$ cat src/rtl/fetch_queue.sv
// fetch_queue: instruction-fetch front end. Owns the fetch PC, runs a
// req/ack handshake to instruction memory with abort retry, and buffers
// {instr, pc+4} pairs in a DEPTH-entry prefetch FIFO. Redirects from D
// flush the FIFO and drop any data still in flight for the old path.
module fetch_queue #(
  parameter int             W        = 32,
  parameter int             DEPTH    = 4,
  parameter logic [W-1:0]   RESET_PC = '0,
  parameter int             MAX_WAIT = 15
) (
  input  logic                       clk,
  input  logic                       reset,
  output logic                       imem_req,
  output logic [W-1:0]               imem_adr,
  input  logic                       imem_ack,
  input  logic                       imem_abort,
  input  logic [W-1:0]               imem_rdata,
  output logic                       instr_valid,
  output logic [W-1:0]               instr,
  output logic [W-1:0]               instr_pc4,
  input  logic                       instr_ready,
  input  logic                       redirect,
  input  logic [W-1:0]               redirect_pc,
  output logic [$clog2(DEPTH+1)-1:0] occupancy,
  output logic                       fetch_timeout
);

  localparam int           AW      = $clog2(DEPTH);
  localparam int           OW      = $clog2(DEPTH + 1);
  localparam int           CW      = $clog2(MAX_WAIT + 1);
  localparam logic [W-1:0] PC_STEP = W'(4);

  typedef enum logic [1:0] {IDLE, REQ, BACKOFF, DISCARD} state_t;

  state_t        state;
  logic [W-1:0]  pc;
  logic [CW-1:0] wait_cnt;
  logic [W-1:0]  mem_instr [DEPTH];
  logic [W-1:0]  mem_pc4   [DEPTH];
  logic [AW-1:0] rd_ptr;
  logic [AW-1:0] wr_ptr;

  logic          push;
  logic          pop;
  logic [OW-1:0] occ_next;
  logic          room;
  logic [W-1:0]  pc_plus4;

  assign instr_valid = (occupancy != '0);
  assign instr       = mem_instr[rd_ptr];
  assign instr_pc4   = mem_pc4[rd_ptr];

  // Push/pop decisions and the occupancy that results from them.
  always_comb begin
    pop      = instr_valid && instr_ready && !redirect;
    push     = (state == REQ) && imem_ack && !redirect;
    occ_next = occupancy + OW'(push) - OW'(pop);
    room     = (occ_next < OW'(DEPTH));
    pc_plus4 = pc + PC_STEP;
  end

  // Prefetch FIFO storage and pointers; a redirect empties it.
  always_ff @(posedge clk) begin
    if (!reset) begin
      rd_ptr    <= '0;
      wr_ptr    <= '0;
      occupancy <= '0;
      for (int i = 0; i < DEPTH; i++) begin
        mem_instr[i] <= '0;
        mem_pc4[i]   <= '0;
      end
    end else if (redirect) begin
      rd_ptr    <= '0;
      wr_ptr    <= '0;
      occupancy <= '0;
    end else begin
      if (push) begin
        mem_instr[wr_ptr] <= imem_rdata;
        mem_pc4[wr_ptr]   <= pc_plus4;
        wr_ptr            <= wr_ptr + AW'(1);
      end
      if (pop) begin
        rd_ptr <= rd_ptr + AW'(1);
      end
      occupancy <= occ_next;
    end
  end

  // Fetch FSM: issue, retry after abort, discard stale data after redirect,
  // plus the wait counter behind the sticky timeout flag.
  always_ff @(posedge clk) begin
    if (!reset) begin
      state         <= IDLE;
      pc            <= RESET_PC;
      imem_req      <= 1'b0;
      imem_adr      <= RESET_PC;
      wait_cnt      <= '0;
      fetch_timeout <= 1'b0;
    end else begin
      // Count stalled request cycles; any new issue below clears the count.
      if (imem_req && !imem_ack && !imem_abort) begin
        if (wait_cnt != CW'(MAX_WAIT)) begin
          wait_cnt <= wait_cnt + CW'(1);
        end
        if (wait_cnt == CW'(MAX_WAIT - 1)) begin
          fetch_timeout <= 1'b1;
        end
      end

      case (state)
        IDLE: begin
          if (redirect) begin
            pc       <= redirect_pc;
            state    <= REQ;
            imem_req <= 1'b1;
            imem_adr <= redirect_pc;
            wait_cnt <= '0;
          end else if (room) begin
            state    <= REQ;
            imem_req <= 1'b1;
            imem_adr <= pc;
            wait_cnt <= '0;
          end
        end
        REQ: begin
          if (redirect) begin
            pc <= redirect_pc;
            if (imem_ack || imem_abort) begin
              // Current request is finished; its data (if any) is dropped.
              state    <= REQ;
              imem_req <= 1'b1;
              imem_adr <= redirect_pc;
              wait_cnt <= '0;
            end else begin
              // Keep the old request on the bus until memory completes it.
              state <= DISCARD;
            end
          end else if (imem_ack) begin
            pc <= pc_plus4;
            if (room) begin
              imem_adr <= pc_plus4;
              wait_cnt <= '0;
            end else begin
              state    <= IDLE;
              imem_req <= 1'b0;
            end
          end else if (imem_abort) begin
            state    <= BACKOFF;
            imem_req <= 1'b0;
          end
        end
        BACKOFF: begin
          state    <= REQ;
          imem_req <= 1'b1;
          wait_cnt <= '0;
          if (redirect) begin
            pc       <= redirect_pc;
            imem_adr <= redirect_pc;
          end else begin
            imem_adr <= pc;
          end
        end
        DISCARD: begin
          if (redirect) begin
            pc <= redirect_pc;
          end
          if (imem_ack || imem_abort) begin
            state    <= REQ;
            imem_req <= 1'b1;
            imem_adr <= redirect ? redirect_pc : pc;
            wait_cnt <= '0;
          end
        end
        default: begin
          state    <= IDLE;
          imem_req <= 1'b0;
        end
      endcase
    end
  end

endmodule

$ cat config.mk
export PLATFORM = sky130hd
export DESIGN_NAME = fetch_queue
export DESIGN_NICKNAME = d
export VERILOG_FILES = /design/src/rtl/fetch_queue.sv
export SDC_FILE = /design/constraint.sdc
export NUM_CORES = 1
export LEC_CHECK = 0
export ABC_AREA = 1
export CAP_MARGIN = 20
export CORE_ASPECT_RATIO = 0.9
export CORE_UTILIZATION = 35
export CTS_BUF_LIST = sky130_fd_sc_hd__clkbuf_8 sky130_fd_sc_hd__clkbuf_16
export CTS_CLUSTER_DIAMETER = 40
export DETAILED_ROUTE_END_ITERATION = 12
export HOLD_SLACK_MARGIN = 0.12
export PLACE_DENSITY = 0.56
export SYNTH_ARGS = -nofsm -noshare
export SYNTH_HDL_FRONTEND = slang
export SYNTH_SLANG_ARGS = --single-unit
$ cat constraint.sdc
create_clock -name clk -period 12.65 [get_ports clk]
set_input_delay 2.53 -clock clk [delete_from_list [all_inputs] [get_ports clk]]
set_output_delay 2.53 -clock clk [all_outputs]
set_load 0.1 [all_outputs]
==> reports/summary.md <==
The run finished with clean final reports. Setup slack on the critical path of the routed design comes to 6030 ps. The die area came out at 0.0459 mm².

The synthesized netlist occupies a cell area of 0.0158 mm². The worst-case IR drop observed on VDD is 0.0900 mV. The net count of the finished layout is 1957. In the synthesized netlist, the number of instances is 1757. In the layout the commonest cells are sky130_fd_sc_hd__nor2_1, sky130_fd_sc_hd__edfxtp_1, sky130_fd_sc_hd__nand2_1. Along the worst path, the maximum fanout reaches 94. Hold buffer count at cts: 0.

TritonCTS built the clock tree. The aggregate negative setup slack is 0 ps, and the vias per cell is 4.99. The max-capacitance violation count is 0, and the layout overhead on the synthesized area is 23.4%. The number of nets produced by synthesis was 1833; the clock latency of the later-clocked register in the worst-skew pair was 560 ps. The number of vias in the routed layout came out at 12600. The path class of the tightest hold or removal check is reg2reg. The maximum number of pins on one net before global-route repair came out at 95. The core region is 0.0443 mm². The post-route clock period utilization works out to 52.3%. The hold violation count in the final report was 0; the number of instances resized during post-cts repair was 0.

For this run, the leading register cell type out of synthesis is sky130_fd_sc_hd__edfxtp_1. In this run the remaining antenna-violating nets after routing total 0. Setup repair after global routing left no endpoint under its margin.

The total length of routed wires was 45300 µm. Cell at the root of the clock tree: sky130_fd_sc_hd__clkbuf_16. Clock-pin slew was measured on the worst setup and hold paths at 50 ps. The post-route clock skew was 22.2 ps; the xor/xnor share of the synthesized area was 0.611%. After synthesis the netlist holds a flip-flop and latch count of 337. Of the cells placed in the final design, the portion with a size suffix greater than 1 is 6.62%.

The logs give 3 for the maximum number of buffers from clock root to sink and 12300 for the via count of the first global-routing pass. The sequential area share after synthesis came out at 59.0%. The simple-gate portion of the synthesized area was 20.7%; the post-synthesis share of cell area spent on full adders, half adders and majority gates was 0.524%. Once placement finished, the instance area stood at 0.0178 mm². The number of distinct library cells after synthesis was 39; the cell depth of the worst hold path was 2. The number of antenna diodes in the final layout is 0. The tools report the initial antenna violation count as 0. By area, the combinational part of the netlist is dominated by simple AND/OR/NAND/NOR gates. The library cell used most frequently in the layout, excluding fill and tap cells, is sky130_fd_sc_hd__nor2_1.

The portion of netlist area occupied by mux cells is 0%, and the count of H-tree levels built during CTS is 2. The clock drives 337 sinks. The run gives 5 as the iteration count of the initial detailed-routing pass. OpenSTA, run right after detailed placement, puts the worst setup slack at 6150 ps. The placer's final routability congestion estimate is 0.889.

The headroom to the max-slew limit came out at 22.8%. For this configuration, the core starts out at a cell density of 35.6%. STA classifies the critical path endpoint as an output port. STA classifies the critical path startpoint as a flip-flop.

The critical path in this run is classified as reg2out. The first global-routing pass estimated 70100 µm of wire. The number of top-level design ports is 172, and the power density over the cells is 159 mW/mm². The number of max-slew violations in the final report came out at 0.

In the global route stage, overall resource usage came out at 19.8%. The tools report the number of clock buffers inserted by TritonCTS as 46. Yosys printed 0 warnings. The vertical die dimension is 203 µm. Dividing the detail-routed wire length by the instance count gives 18.0 µm. The cell leakage power was 0.00758 µW. The detailed router finished its first iteration with 930 violations. Counting I/O delays and the setup requirement, the final critical path takes 6620 ps.

The run gives 0 as the global-route congestion overflow total. Data on the critical path is required at its endpoint by 10120 ps. Input and output buffers added on the ports amount to 171.

The area fraction in compound gates after synthesis is 11.2%. At the pin with the least slew margin, the transition time is 1150 ps. Measured along the x axis, the die boundary spans 226 µm.

The HPWL reported at the end of detailed placement was 27400 µm; the post-synthesis async set-or-reset flop share was 0%. The average cell area after synthesis is 8.97 µm², and the count of unresolved DRC violations after routing is 0. Data on the critical path arrives at its endpoint at 4090 ps.

The tools report the upper clock frequency limit as 151 MHz. The total number of placement rows was 73. Once layout is done, the placed cells without fillers occupy 0.0195 mm².

Setup violations remaining at the end of the flow were counted as 0. Number of enable flip-flop cells after synthesis: 256. Measured in cells, the most critical reg-to-reg path has a length of 8.

The number of setup buffers added after CTS is 0.
-- where the power goes --
group | internal [µW] | switching, µW | leakage (µW)
clock | 887 | 513 | 0.000819
sequential | 1240 | 31.2 | 0.00332
combinational | 98.9 | 321 | 0.00345
total | 2230 | 865 | 0.00758
-- cells in the mapped netlist (all sizes together), types with 4 or more instances --
library cell / number / area [µm²]
xnor2: 4 / 35.0
nand3: 81 / 425
o211ai: 9 / 67.6
nand2: 221 / 857
inv: 181 / 682
o22ai: 64 / 400
dfxtp: 81 / 1620
ha: 5 / 62.6
nor2: 417 / 1600
edfxtp: 256 / 7690
nor3: 53 / 275
nand4: 9 / 56.3
xor2: 7 / 61.3
nor3b: 4 / 30.0
a21oi: 75 / 379
buf: 42 / 323
clkbuf: 65 / 244
o21bai: 8 / 60.1
o21ai: 167 / 836
-- stage by stage --
step | power [µW] | utilization (%) | hold WS, ps | std cells
after global placement | 1720 | 40.2 | 444 | 2433
after CTS | 3120 | 43.9 | 465 | 2519
final | 3100 | 43.9 | 461 | 2519
after floorplan | 1590 | - | 474 | 1757
after global routing | 3200 | 43.9 | 508 | 2519
after detailed placement | 1720 | 40.2 | 444 | 2433
-- final timing paths --
path | startpoint | to | slack [ps]
worst max-delay path | flip-flop | instr_pc4[13] | 6030
worst min-delay path | fetch_timeout$_SDFFE_PN0P_ | fetch_timeout$_SDFFE_PN0P_ | 460
worst max register to register | state[1]$_SDFFE_PN0P_ | mem_instr[0][12]$_SDFFCE_PN0P_ | 9310
worst min register to register | fetch_timeout$_SDFFE_PN0P_ | fetch_timeout$_SDFFE_PN0P_ | 460
-- cell type report --
type,count,area (µm²)
Inverter,182,687
Tap cell,600,751
Clock inverter,39,489
Clock buffer,47,1180
Fill cell,4351,24800
Timing Repair Buffer,183,1800
Multi-Input combinational cell,1131,5250
Sequential cell,337,9310
-- sequential cells by signal, summed over array words and instances, names as in the netlist, named ones only --
name	cells
mem_instr	128
imem_adr	32
imem_req	1
fetch_timeout	1
occupancy	3
wait_cnt	4
mem_pc4	128
wr_ptr	2
state	2
rd_ptr	2
pc	32
-- worst max-delay path, cell delays in order, from the launching register on --
cell                              delay, ps
sky130_fd_sc_hd__dfxtp_4                500
sky130_fd_sc_hd__clkinv_2               410
sky130_fd_sc_hd__buf_4                  800
sky130_fd_sc_hd__o21ai_0                170
sky130_fd_sc_hd__o22ai_1                320
sky130_fd_sc_hd__clkdlybuf4s50_1       1200
-- metal layers --
layer  GRT usage (%)  up-vias  routed length, µm
met2            31.9      354              21000
met4            4.62        0                801
met1            27.8     6033              21100
met5               0        -                  0
met3            3.07       62               2430
li1                -     6133                  -
-- logic make-up after synthesis --
logic type / Yosys count
AO/OA/AOI/OAI: 326
XOR/XNOR: 11
adder cells (fa/ha/maj): 6
buffers and inverters: 289
flip-flops: 337
AND/OR/NAND/NOR: 788
No activity file was read; power rests on OpenSTA's default activity.
==> RTL edit: new RTL, same settings <==
Reset style: asynchronous (`reset`), changed in 2 clocked blocks.
--- a/src/rtl/fetch_queue.sv
+++ b/src/rtl/fetch_queue.sv
@@ -61,5 +61,5 @@
 
   // Prefetch FIFO storage and pointers; a redirect empties it.
-  always_ff @(posedge clk) begin
+  always_ff @(posedge clk or negedge reset) begin
     if (!reset) begin
       rd_ptr    <= '0;
@@ -89,5 +89,5 @@
   // Fetch FSM: issue, retry after abort, discard stale data after redirect,
   // plus the wait counter behind the sticky timeout flag.
-  always_ff @(posedge clk) begin
+  always_ff @(posedge clk or negedge reset) begin
     if (!reset) begin
       state         <= IDLE;
Check against the original RTL: differs if reset is asserted again (counterexample within 4 cycles, from zero or initial values and one cycle with reset low); with reset held inactive, the same outputs for 4 cycles.
==> RTL edit against the original RTL <==
- area after synthesis rose by 0.38%
- design area rose by 0.53%
- clock skew is 10 ps higher
- sequential cell count down 2
- setup slack worse by 230 ps
- wire length grew 2.7%
- sequential share of layout area decreased by 5.0 points
- count of clock-buffer cells in the layout is 11 higher
Power is left out: the tool's default activity adds up to more than one toggle a clock period on the data nets, which glitch-free logic cannot reach.
==> RTL edit: results <==
metrics = {
    "cts": {
        "cts_buffers": 52,
        "clkTransAtPathRegs_ps": 60,
        "cts-root-buf": "clkbuf_16",
        "post_cts_buffers": 0,
        "clk_latency_ps": 590,
        "clock_path_buffers": 3,
        "cts-htree-levels": 2,
    },
    "routing": {
        "routed_wl_um": 46550,
        "routed_via_density": 4.968,
        "drt_iter0_drc": 1088,
        "first_pass_iters": 5,
    },
    "setup_path": {
        "crit_path_end": "instr_pc4[9]",
        "reg2reg_to": "imem_adr[13]",
        "crit_family": "buffers and inverters",
        "crit_arrival_ps": 4320,
        "crit_start": "rd_ptr[0]",
        "crit_slowest_cell": "clkdlybuf4s50_1",
        "critical_path.max_fanout": 78,
        "rrSetupSlack_ps": 8760,
        "reg2reg_depth": 19,
        "reg2reg_from": "state[1]",
    },
    "placement": {
        "dp_cells": 2663,
        "hpwl_um": 29100,
        "dp_slack_ps": 6359,
        "portBuffers": 171,
        "dpl_cell_area_mm2": 0.01777,
        "gp_congestion": 0.8828,
    },
    "timing": {
        "min_period_ps": 6854,
        "tightest_slew_ps": 1129,
        "hold_ws_ps": 474.5,
        "hold_viol_final": 0,
        "drv_slew": 0,
        "fin_worst_skew_ps": 32.25,
    },
    "outcome": {
        "outcome": "finished clean",
    },
    "final_layout": {
        "drive_above_1_share_pct": 5.836,
        "nets": 2198,
        "multi_input_area_mm2": 0.006370,
        "antenna_cells": 0,
        "final_cells": 2759,
        "nFillCells": 4448,
    },
    "global_route": {
        "grt_max_degree": 125,
        "grt_pass1_vias": 13530,
        "globalRouteTotalUtil_pct": 20.69,
        "antenna_found_initial": 0,
        "grt_first_pass_wirelength_um": 74870,
    },
    "synth": {
        "ys_top_cells_by_count": "nand2_1, dfrtp_1, o21ai_0",
        "yosys-top-cells-area": "dfrtp_1, nand2_1, o21ai_0, nor2_1, inv_1",
        "yosysUniqueCellTypes": 37,
        "yosys_most_used_dff": "dfrtp_1",
        "syn_nets": 2072,
        "syn_avg_cell_area_um2": 7.946,
        "async_flop_share_pct": 100.0,
        "seq_area_frac_synth_pct": 52.96,
    },
    "min_path": {
        "hp-start": "mem_pc4[92]",
        "holdPathEnd": "mem_pc4[92]",
        "hold_class": "flip-flop to flip-flop",
        "whs_path_depth": 2,
    },
}
## RTL edit: cell count changes in the layout (fill, tap and decap cells not counted), moves of 37 or more
cell      before  now
a21oi_1       74    9
dfrtp_1        0  333
dfxtp_1       79    0
edfxtp_1     256    0
inv_1        182  117
nand2_1      209  697
nand3_1       77   40
nor2_1       408  194
nor3_1        51    1
o21ai_0      165  290
o21ai_1        1   80
## RTL edit: layer usage
| metal | routed length, µm | global-route usage, % | vias up |
|---|---|---|---|
| met5 | 0 | 0 | - |
| met2 | 20610 | 31.89 | 376 |
| met4 | 959 | 6.009 | 0 |
| li1 | - | - | 6690 |
| met1 | 22350 | 29.47 | 6579 |
| met3 | 2624 | 3.976 | 63 |
## RTL edit: kinds of logic (layout without fill, tap and decap cells)
family	count (synthesis)	count (layout)	share of synthesized area, %
simple gates	943	943	23.28
flops	335	335	52.96
buf+inv	232	399	6.790
fa+ha+maj	10	10	0.8380
xor+xnor	14	14	0.7747
compound gates	458	458	15.35
## RTL edit: worst reg2reg max path, delay by kind of cell, from the launching register on
| kind | cells | cell delay, ps |
|---|---|---|
| XOR/XNOR | 1 | 160 |
| buffers and inverters | 7 | 1020 |
| AND/OR/NAND/NOR | 7 | 1160 |
| flip-flops | 1 | 440 |
| adder cells (fa/ha/maj) | 3 | 800 |
| AO/OA/AOI/OAI | 1 | 150 |
## RTL edit: layout make-up
type | instances | share of cell area [%]
inverters | 120 | 2.334
well taps | 600 | 3.837
clock inverters | 37 | 1.982
clock buffers | 58 | 7.073
multi-input cells | 1425 | 32.56
repair buffers | 184 | 9.349
flip-flops and latches | 335 | 42.87
